## src/rtl/adc_replay_unit.sv

```systemverilog
// adc_replay_unit: capture-and-replay engine for the UART command path.
// A header byte selects the sample source (UART bytes or an internal ramp)
// and the sample count; the captured bytes are then replayed byte by byte
// through the UART transmitter handshake, and completion is flagged on done.
module adc_replay_unit #(
    parameter int ADDR_WIDTH = 7
) (
    input  logic       clk,
    input  logic       reset,
    input  logic       activate,
    output logic       done,
    input  logic       rx_ready,
    input  logic [7:0] rx_data,
    output logic       tx_start,
    output logic [7:0] tx_data,
    input  logic       tx_done
);

    localparam int CW    = ADDR_WIDTH + 1;
    localparam int DEPTH = 1 << ADDR_WIDTH;

    typedef enum logic [2:0] {
        ST_IDLE     = 3'd0,
        ST_HEADER   = 3'd1,
        ST_CAP_UART = 3'd2,
        ST_CAP_ADC  = 3'd3,
        ST_SEND     = 3'd4,
        ST_WAIT_TX  = 3'd5,
        ST_DONE     = 3'd6
    } state_t;

    // Sample storage: one write port, combinational read.
    logic [7:0] mem [0:DEPTH-1];

    state_t          state_r;
    state_t          state_next_s;
    logic [CW-1:0]   cnt_r;
    logic [CW-1:0]   cnt_next_s;
    logic [CW-1:0]   idx_r;
    logic [CW-1:0]   idx_next_s;
    // Only the sample count derived from the header is kept; the source
    // select bit is consumed in the cycle the header arrives.
    logic [CW-1:0]   n_r;
    logic [CW-1:0]   n_next_s;
    logic [7:0]      ramp_r;
    logic [7:0]      ramp_next_s;
    logic            mem_we_s;
    logic [7:0]      mem_wdata_s;
    logic            tx_start_next_s;
    logic [7:0]      tx_data_next_s;
    logic            done_next_s;
    logic [CW-1:0]   cnt_inc_s;
    logic [CW-1:0]   idx_inc_s;
    logic [ADDR_WIDTH-1:0] wr_addr_s;
    logic [ADDR_WIDTH-1:0] rd_addr_s;

    assign cnt_inc_s = cnt_r + CW'(1'b1);
    assign idx_inc_s = idx_r + CW'(1'b1);
    assign wr_addr_s = cnt_r[ADDR_WIDTH-1:0];
    assign rd_addr_s = idx_r[ADDR_WIDTH-1:0];

    // Next-state, counter, RAM-write and output-next logic.
    always_comb begin
        state_next_s    = state_r;
        cnt_next_s      = cnt_r;
        idx_next_s      = idx_r;
        n_next_s        = n_r;
        ramp_next_s     = ramp_r;
        mem_we_s        = 1'b0;
        mem_wdata_s     = 8'h00;
        tx_start_next_s = 1'b0;
        tx_data_next_s  = tx_data;

        case (state_r)
            ST_IDLE: begin
                if (activate) begin
                    state_next_s = ST_HEADER;
                end else begin
                    state_next_s = ST_IDLE;
                end
            end

            ST_HEADER: begin
                if (!activate) begin
                    state_next_s = ST_IDLE;
                end else if (rx_ready) begin
                    n_next_s   = CW'(rx_data[6:0]) + CW'(1'b1);
                    cnt_next_s = '0;
                    if (rx_data[7]) begin
                        state_next_s = ST_CAP_ADC;
                    end else begin
                        state_next_s = ST_CAP_UART;
                    end
                end else begin
                    state_next_s = ST_HEADER;
                end
            end

            ST_CAP_UART: begin
                if (!activate) begin
                    state_next_s = ST_IDLE;
                end else if (rx_ready) begin
                    mem_we_s    = 1'b1;
                    mem_wdata_s = rx_data;
                    cnt_next_s  = cnt_inc_s;
                    if (cnt_inc_s == n_r) begin
                        idx_next_s   = '0;
                        state_next_s = ST_SEND;
                    end else begin
                        state_next_s = ST_CAP_UART;
                    end
                end else begin
                    state_next_s = ST_CAP_UART;
                end
            end

            ST_CAP_ADC: begin
                // An abort cycle neither writes nor advances the ramp.
                if (!activate) begin
                    state_next_s = ST_IDLE;
                end else begin
                    mem_we_s    = 1'b1;
                    mem_wdata_s = ramp_r;
                    ramp_next_s = ramp_r + 8'd1;
                    cnt_next_s  = cnt_inc_s;
                    if (cnt_inc_s == n_r) begin
                        idx_next_s   = '0;
                        state_next_s = ST_SEND;
                    end else begin
                        state_next_s = ST_CAP_ADC;
                    end
                end
            end

            ST_SEND: begin
                if (!activate) begin
                    state_next_s = ST_IDLE;
                end else begin
                    tx_data_next_s  = mem[rd_addr_s];
                    tx_start_next_s = 1'b1;
                    state_next_s    = ST_WAIT_TX;
                end
            end

            ST_WAIT_TX: begin
                // tx_done is honoured even in the tx_start cycle itself.
                if (!activate) begin
                    state_next_s = ST_IDLE;
                end else if (tx_done) begin
                    idx_next_s = idx_inc_s;
                    if (idx_inc_s == n_r) begin
                        state_next_s = ST_DONE;
                    end else begin
                        state_next_s = ST_SEND;
                    end
                end else begin
                    state_next_s = ST_WAIT_TX;
                end
            end

            ST_DONE: begin
                if (!activate) begin
                    state_next_s = ST_IDLE;
                end else begin
                    state_next_s = ST_DONE;
                end
            end

            default: begin
                state_next_s = ST_IDLE;
            end
        endcase

        done_next_s = (state_next_s == ST_DONE);
    end

    // State, counters, ramp and registered outputs.
    always_ff @(posedge clk or negedge reset) begin
        if (!reset) begin
            state_r  <= ST_IDLE;
            cnt_r    <= '0;
            idx_r    <= '0;
            n_r      <= '0;
            ramp_r   <= 8'h00;
            tx_start <= 1'b0;
            tx_data  <= 8'h00;
            done     <= 1'b0;
        end else begin
            state_r  <= state_next_s;
            cnt_r    <= cnt_next_s;
            idx_r    <= idx_next_s;
            n_r      <= n_next_s;
            ramp_r   <= ramp_next_s;
            tx_start <= tx_start_next_s;
            tx_data  <= tx_data_next_s;
            done     <= done_next_s;
        end
    end

    // Sample RAM write port; contents survive reset.
    always_ff @(posedge clk) begin
        if (mem_we_s) begin
            mem[wr_addr_s] <= mem_wdata_s;
        end
    end

endmodule

```

## config.mk

```make
export PLATFORM = sky130hd
export DESIGN_NAME = adc_replay_unit
export DESIGN_NICKNAME = d
export VERILOG_FILES = /design/src/rtl/adc_replay_unit.sv
export SDC_FILE = /design/constraint.sdc
export NUM_CORES = 1
export LEC_CHECK = 0
export ABC_AREA = 1
export CAP_MARGIN = 30
export CELL_PAD_IN_SITES_DETAIL_PLACEMENT = 1
export CELL_PAD_IN_SITES_GLOBAL_PLACEMENT = 1
export CORE_ASPECT_RATIO = 0.5
export CORE_MARGIN = 2
export CORE_UTILIZATION = 30
export CTS_BUF_LIST = sky130_fd_sc_hd__clkbuf_8
export DETAILED_ROUTE_END_ITERATION = 6
export PLACE_DENSITY_LB_ADDON = 0.25
export SYNTH_ARGS = -nofsm -noshare
export SYNTH_HDL_FRONTEND = slang
export SYNTH_SLANG_ARGS = --single-unit
```

## constraint.sdc

```tcl
create_clock -name clk -period 5.3 [get_ports clk]
set_input_delay 1.06 -clock clk [delete_from_list [all_inputs] [get_ports clk]]
set_output_delay 1.06 -clock clk [all_outputs]
set_load 0.02 [all_outputs]
```

==> results of run 1 <==
[power groups by stage]
stage	Combinational [mW]	Sequential [mW]	Clock (mW)
floorplan	0.384	9.66	0
global placement	0.816	9.66	0
detailed placement	0.817	9.66	0
CTS	0.823	9.48	6.91
global route	0.884	9.49	7.26
finish	0.809	9.48	6.74
[area by class of cell]
cell class,count,area (um^2),area share [%]
clock buffers,177,2440,4.79
multi-input cells,2654,11400,22.5
well taps,1989,2490,4.89
repair buffers,77,931,1.83
flip-flops and latches,1069,31900,62.7
clock inverters,124,679,1.34
diodes,3,7.51,0.0148
inverters,257,985,1.94
[sequential cells by signal, indices dropped and copies added, names as in the netlist]
| name | count |
|---|---|
| mem | 1024 |
| cnt_r | 8 |
| idx_r | 8 |
| n_r | 8 |
| ramp_r | 8 |
| tx_data | 8 |
| state_r | 3 |
| done | 1 |
| tx_start | 1 |
[per-layer routing]
metal	vias to the layer above	part of all wire (%)
met5	-	0
met4	0	2.0
met3	184	4.1
met2	616	48
met1	15600	46
li1	14300	-
[metrics by stage]
step / power (mW) / utilization, % / hold slack (ps) / cells / TNS (ps)
after CTS: 17.2 / 34.1 / 223 / 6345 / 0
after floorplan: 10.0 / - / 467 / 4213 / -496700
after global placement: 10.5 / 32.0 / 477 / 6044 / 0
final: 17.0 / 34.1 / 286 / 6350 / 0
after detailed placement: 10.5 / 32.0 / 474 / 6044 / 0
after global routing: 17.6 / 34.1 / 293 / 6349 / 0
[cells in the final DEF, fill, tap and decap left out, drive strengths merged, types with 4 or more instances in the layout]
| cell | n |
|---|---|
| edfxtp | 1024 |
| clkdlybuf4s50 | 21 |
| ha | 4 |
| o21ai | 65 |
| clkinvlp | 4 |
| buf | 56 |
| xnor2 | 5 |
| clkbuf | 177 |
| nor3 | 7 |
| inv | 305 |
| nand2 | 1454 |
| xor2 | 16 |
| a21oi | 18 |
| nand4 | 11 |
| bufinv | 6 |
| clkinv | 66 |
| o22ai | 15 |
| nor2 | 282 |
| dfrtp | 45 |
| nand3 | 767 |
[cell families (layout without fill, tap and decap cells)]
logic type / after synthesis / in the layout / synth area share [%]
other: 0 / 3 / 0
and+or+nand+nor: 2525 / 2525 / 23.4
xor gates and xnor gates: 21 / 21 / 0.408
DFF: 1069 / 1069 / 70.6
buffers and inverters: 490 / 635 / 4.26
AOI/OAI and AO/OA: 104 / 104 / 1.24
adders and majority gates: 4 / 4 / 0.111
[worst register-to-register path: cells and delay by family, from the launching register on]
family / cells / cell delay [ps]
simple gates: 10 / 1340
buf+inv: 2 / 1280
flops: 1 / 830
[worst max-delay path by stage]
stage / to / slack, ps / depth (start not counted)
2_1_floorplan: mem[0][2]$_DFFE_PP_ / -550 / 4
3_3_place_gp: mem[3][2]$_DFFE_PP_ / 1120 / 9
3_5_place_dp: mem[43][2]$_DFFE_PP_ / 1110 / 9
4_1_cts: tx_data[6]$_DFFE_PN0P_ / 1780 / 12
5_1_grt: tx_data[5]$_DFFE_PN0P_ / 1550 / 12
6_report: tx_data[1]$_DFFE_PN0P_ / 1790 / 12
==> results_dict.tcl, run 1 <==
set metrics [dict create \
    power_per_cell_area_nw_per_um2 335 \
    wire_length_of_the_first_global_routing_pass_um 209000 \
    hold_viol 0 \
    post-synth-top-area-cell "sky130_fd_sc_hd__edfxtp_1" \
    port-buffer-count 22 \
    later_pin_clock_latency_in_the_skew_report_ps 890 \
    final_layout_size_suffix_gt1_share_pct 6.77 \
    synth_edf_count 1024 \
    critical_path_buffers_and_inverters 2 \
    routed_wire_length_per_instance_um 22.1 \
    internal_dissipation_mw 12.9 \
    post-synth-top-count-cell "sky130_fd_sc_hd__nand2_1" \
    global_route.peak_usage_layer "met2" \
    timing.critical_path.fanout_max 192 \
    post_cts_buffers 0 \
    synth_top_area_share_pct 68.1 \
    postPlaceCellArea_um2 47700 \
    detailedRoute.firstIterationViolations 2287 \
    dp_worst_setup_slack_ps 1110 \
    finalInstanceArea_um2 50900 \
    fin_skew_ps 36.1 \
    cpMaxStageDelayCell "sky130_fd_sc_hd__dfrtp_4" \
    die_x_um 553 \
    gr-usage-met1_pct 24.7 \
    run_status "complete, no violations" \
    vias 30700 \
    cts_hold_buffers_added 0 \
    max-cap-violations 0 \
    cts_resized 0 \
    grt.met3_usage_pct 2.65 \
    tritoncts.num_buffers 168 \
    worst_slew_pin_slew_ps 1080 \
    yosys_warnings 0 \
    synth.net_count 4230 \
    period_share_pct 66.2 \
    synthesis.area_per_instance_um2 10.7 \
    tritoncts_clock_tree "done" \
    grt_start_max_net_pins 193 \
    grt_pass1_vias 32500 \
    wirelength_um 140000 \
    arrival_ps 4310 \
    die-area_um2 154000 \
    first_pass_iters 6 \
    rr_startpoint "idx_r[0]$_DFFE_PN0P_" \
    area_growth_syn_to_layout_pct 12.7 \
    finalWorstPathRequiredPeriod_ps 3510 \
    gr-usage-all-layers_pct 18.2 \
    setup.worst_path.start "idx_r[0]$_DFFE_PN0P_" \
    timing.final.ws_setup_ps 1790 \
    final_net_count 4244 \
    synth-seq-cells 1069 \
    power.clock.fraction_pct 39.6 \
    ctsLongestPathBuffers 3 \
    max_freq_mhz 285 \
    grt_setup_unrepaired "false" \
    yosys_most_used_dff "sky130_fd_sc_hd__edfxtp_1" \
    crit_path_cell_trace "buf_12 > buf_4 > nand2_1 > nand3_1 > nand3_1 > nand2_1 > nand2_1 > nand3_1 > nand3_1 > nand2_1 > nand3_1 > nand2_1" \
    power_leakage_nw 19.2 \
    gpl.final_weighted_congestion 0.810 \
    crit_type "flip-flop to flip-flop" \
    boundaryPins 23 \
    synth.yosys.seq_area_share_pct 70.6 \
    power_frac_seq_pct 55.7 \
    crit-reg2reg-capture "tx_data[1]$_DFFE_PN0P_" \
    dp_hpwl_um 81700 \
    gate_count_post_synth 4213 \
    list_of_most_frequent_post_synthesis_cells "1454 x sky130_fd_sc_hd__nand2_1, 1024 x sky130_fd_sc_hd__edfxtp_1, 766 x sky130_fd_sc_hd__nand3_1, 279 x sky130_fd_sc_hd__nor2_1, 249 x sky130_fd_sc_hd__inv_1" \
    cts-htree-levels 4 \
    finalMaxSlewViolations 0 \
    die_height_um 278 \
    reg2reg_depth 12 \
    antenna_found_initial 5 \
    num-fill-cells 16500 \
    synth_top_cells_by_area "sky130_fd_sc_hd__edfxtp_1 68%, sky130_fd_sc_hd__nand2_1 12%, sky130_fd_sc_hd__nand3_1 8.5%" \
    post_route_drc_violation_count 0 \
    root_cell_of_the_clock_tree "sky130_fd_sc_hd__clkbuf_8" \
    peakVddDrop_mv 0.262 \
    switching_power_mw 4.10 \
    timing.hold.worst.class "input port to async pin" \
    netSwitchingFraction_pct 24.1 \
    cts.reportedPaths.clkPinSlew_ps 60 \
    report.final.setup_viol 0 \
    total_grt_overflow 0 \
    max_slew_margin_pct 28.0 \
    tritoncts_num_sinks 1069 \
    mappedNetlistArea_um2 45100 \
    cp-start-kind "flip-flop" \
    initial_core_util_pct 30.3 \
    met2_usage_pct 30.3 \
    timing.critical_path.max_delay_family "simple AND/OR/NAND/NOR gates" \
    combPwrFrac_pct 4.8 \
    antenna_nets_post_route 0 \
    post_drt_via_cell_ratio 4.83 \
    synth-async-reset-ratio_pct 4.21 \
    worst_setup_path_end_kind "flip-flop" \
    yosys.cell_types.count 32 \
    critical-path-max-stage-delay_ps 830 \
    reg2reg_setup_slack_ps 1790 \
    critPathRequiredTime_ps 6100 \
    area_of_the_placeable_core_um2 149000 \
    placement_rows 100 \
]
Power figures use the tool's default switching activity.
==> run 2, diff against run 1 <==
==> constraint.sdc (replaced) <==
create_clock -name clk -period 2.9 [get_ports clk]
set_input_delay 0.58 -clock clk [delete_from_list [all_inputs] [get_ports clk]]
set_output_delay 0.58 -clock clk [all_outputs]
set_load 0.02 [all_outputs]
==> run 2 against run 1 <==
Effect of this change:
- first-iteration DRC count rose by 2.0%
- global-route usage increased by 0.59 points
- die area is the same
- final area up 5.0%
- setup slack lost 1700 ps
- critical path depth decreased by 1
- maximum frequency rose by 27%
- sequential power up 82%
- hold slack lost 86 ps
- combinational power is 100% higher
- sequential share of layout area is 3.0 points lower
- clock power grew 74%
- critical path type unchanged
- largest cell class unchanged
- largest power group unchanged
==> results_dict.tcl, run 2 (same netlist as run 1, synthesis figures left out) <==
set metrics [dict create \
    layout_common_cells "1454 x sky130_fd_sc_hd__nand2_1, 1024 x sky130_fd_sc_hd__edfxtp_1, 766 x sky130_fd_sc_hd__nand3_1" \
    grt_start_max_net_pins 79 \
    first_pass_iters 6 \
    worst_setup_path_end_kind "flip-flop" \
    area_of_the_placeable_core_um2 149000 \
    crit_type "flip-flop to flip-flop" \
    timing.hold.worst.class "input port to async pin" \
    wire_length_of_the_first_global_routing_pass_um 217000 \
    finalPower_mw 30.6 \
    grt.met3_usage_pct 2.75 \
    gpl.final_weighted_congestion 0.847 \
    dp_hpwl_um 91500 \
    hold_viol 0 \
    die-area_um2 154000 \
    critPathRequiredTime_ps 3700 \
    final.hold.worst_slack_ps 200 \
    fin_setup_tns_ps 0 \
    later_pin_clock_latency_in_the_skew_report_ps 870 \
    switching_power_mw 7.39 \
    finalMaxSlewViolations 0 \
    num-fill-cells 16400 \
    post_drt_via_cell_ratio 4.83 \
    netSwitchingFraction_pct 24.1 \
    placement_rows 100 \
    run_status "complete, no violations" \
    max_slew_margin_pct 54.3 \
    ctsLongestPathBuffers 3 \
    power.clock.fraction_pct 38.2 \
    power_frac_seq_pct 56.5 \
    antenna_found_initial 3 \
    final_layout_size_suffix_gt1_share_pct 11.9 \
    detailedRoute.firstIterationViolations 2332 \
    total_grt_overflow 0 \
    arrival_ps 3570 \
    area_growth_syn_to_layout_pct 18.3 \
    tritoncts_num_sinks 1069 \
    max_flop_register "mem" \
    root_cell_of_the_clock_tree "sky130_fd_sc_hd__clkbuf_8" \
    layout_commonest_cell "sky130_fd_sc_hd__nand2_1" \
    die_height_um 278 \
    combPwrFrac_pct 5.3 \
    largest_reg_flops 1024 \
    die_x_um 553 \
    grt_setup_unrepaired "false" \
    report.final.setup_viol 0 \
    gr-usage-met1_pct 25.9 \
    initial_core_util_pct 30.3 \
    fin_skew_ps 30.0 \
    cp-start-kind "flip-flop" \
    max-cap-violations 0 \
    cts-htree-levels 4 \
    met2_usage_pct 30.9 \
    worst_slew_pin_slew_ps 686 \
    post_route_drc_violation_count 0 \
    peakVddDrop_mv 0.432 \
    power_leakage_nw 20.7 \
    tritoncts.num_buffers 168 \
    period_share_pct 95.6 \
    tritoncts_clock_tree "done" \
    port-buffer-count 22 \
    internal_dissipation_mw 23.3 \
    cts.reportedPaths.clkPinSlew_ps 60 \
    grt_pass1_vias 33600 \
    reg2reg_setup_slack_ps 130 \
    boundaryPins 23 \
    finalWorstPathRequiredPeriod_ps 2770 \
    wirelength_um 144000 \
    timing.critical_path.fanout_max 53 \
    vias 31900 \
    gr-usage-all-layers_pct 18.8 \
    max_freq_mhz 361 \
    final_net_count 4512 \
    routed_wire_length_per_instance_um 21.9 \
    antenna_nets_post_route 0 \
    global_route.peak_usage_layer "met2" \
    power_per_cell_area_nw_per_um2 574 \
]
==> run 2: changes by cell type in the layout (fill, tap and decap cells not counted) <==
| cell | before | now |
|---|---|---|
| sky130_fd_sc_hd__bufinv_16 | 6 | 2 |
| sky130_fd_sc_hd__diode_2 | 3 | 2 |
| sky130_fd_sc_hd__clkinv_1 | 49 | 43 |
| sky130_fd_sc_hd__buf_16 | 2 | 0 |
| sky130_fd_sc_hd__clkinv_2 | 17 | 12 |
| sky130_fd_sc_hd__clkinvlp_4 | 4 | 7 |
| sky130_fd_sc_hd__dlygate4sd3_1 | 0 | 1 |
| sky130_fd_sc_hd__inv_1 | 294 | 300 |
| sky130_fd_sc_hd__buf_12 | 21 | 81 |
| sky130_fd_sc_hd__inv_6 | 4 | 3 |
| sky130_fd_sc_hd__clkbuf_8 | 177 | 171 |
| sky130_fd_sc_hd__buf_4 | 32 | 241 |
| sky130_fd_sc_hd__clkinv_8 | 0 | 1 |
==> run 2: worst paths after layout <==
check                                            start                      to  depth (start not counted)
worst max-delay path              idx_r[1]$_DFFE_PN0P_  tx_data[3]$_DFFE_PN0P_                         11
worst min-delay path                             reset  tx_data[5]$_DFFE_PN0P_                          2
worst max register to register    idx_r[1]$_DFFE_PN0P_  tx_data[3]$_DFFE_PN0P_                         11
worst min register to register  tx_data[7]$_DFFE_PN0P_  tx_data[7]$_DFFE_PN0P_                          2
max in group asynchronous                        reset   ramp_r[3]$_DFFE_PN0P_                          3
min in group clk                               tx_done          done$_DFF_PN0_                          3
==> run 2: cell type report <==
type / count / area [um^2] / share of cell area, %
multi-input cells: 2654 / 11400 / 21.4
flip-flops and latches: 1069 / 31900 / 59.7
well taps: 1989 / 2490 / 4.66
repair buffers: 345 / 3660 / 6.85
diodes: 2 / 5.00 / 0.00938
clock inverters: 118 / 559 / 1.05
inverters: 257 / 990 / 1.85
clock buffers: 171 / 2350 / 4.41
==> run 2: routing by layer <==
metal	vias to the layer above	wire length, um	part of all wire, %
met5	-	0	0
met4	0	2820	2.0
met3	193	6200	4.3
met2	683	68000	47
met1	16200	67300	47
li1	14800	-	-
==> run 2: what timing repair did <==
item	in CTS	in global routing
endpoints found under the setup margin	0	1
buffers inserted	0	2
hold buffers	1	0
endpoints found under the hold margin	14	0
resized for setup	0	1
==> run 2: metrics by stage <==
step                      area (um^2)  cells  setup WS [ps]  utilization, %
after floorplan                 45200   4213           -764               -
after global placement          50400   6311          -43.6            33.8
after detailed placement        50400   6311          -52.6            33.8
after CTS                       53400   6601           93.9            35.8
after global routing            53400   6604           11.4            35.8
final                           53400   6605            126            35.8
==> run 2: critical path, cell delays in order, from the launching register on <==
cell and delay, ps:
sky130_fd_sc_hd__dfrtp_4 530, sky130_fd_sc_hd__clkinv_8 310, sky130_fd_sc_hd__buf_12 310, sky130_fd_sc_hd__nand3_1 160
sky130_fd_sc_hd__nand3_1 180, sky130_fd_sc_hd__nand2_1 130, sky130_fd_sc_hd__nand2_1 70, sky130_fd_sc_hd__nand3_1 160
sky130_fd_sc_hd__nand3_1 300, sky130_fd_sc_hd__nand2_1 170, sky130_fd_sc_hd__nand3_1 180, sky130_fd_sc_hd__nand2_1 110
==> run 2: power groups by stage <==
| stage | Sequential, mW | Combinational (mW) | Clock, mW |
|---|---|---|---|
| 6_report | 17.3 | 1.63 | 11.7 |
| 5_1_grt | 17.3 | 1.76 | 12.7 |
| 4_1_cts | 17.3 | 1.64 | 12.1 |
| 3_5_place_dp | 17.6 | 1.63 | 0 |
| 3_3_place_gp | 17.6 | 1.62 | 0 |
| 2_1_floorplan | 17.6 | 0.714 | 0 |
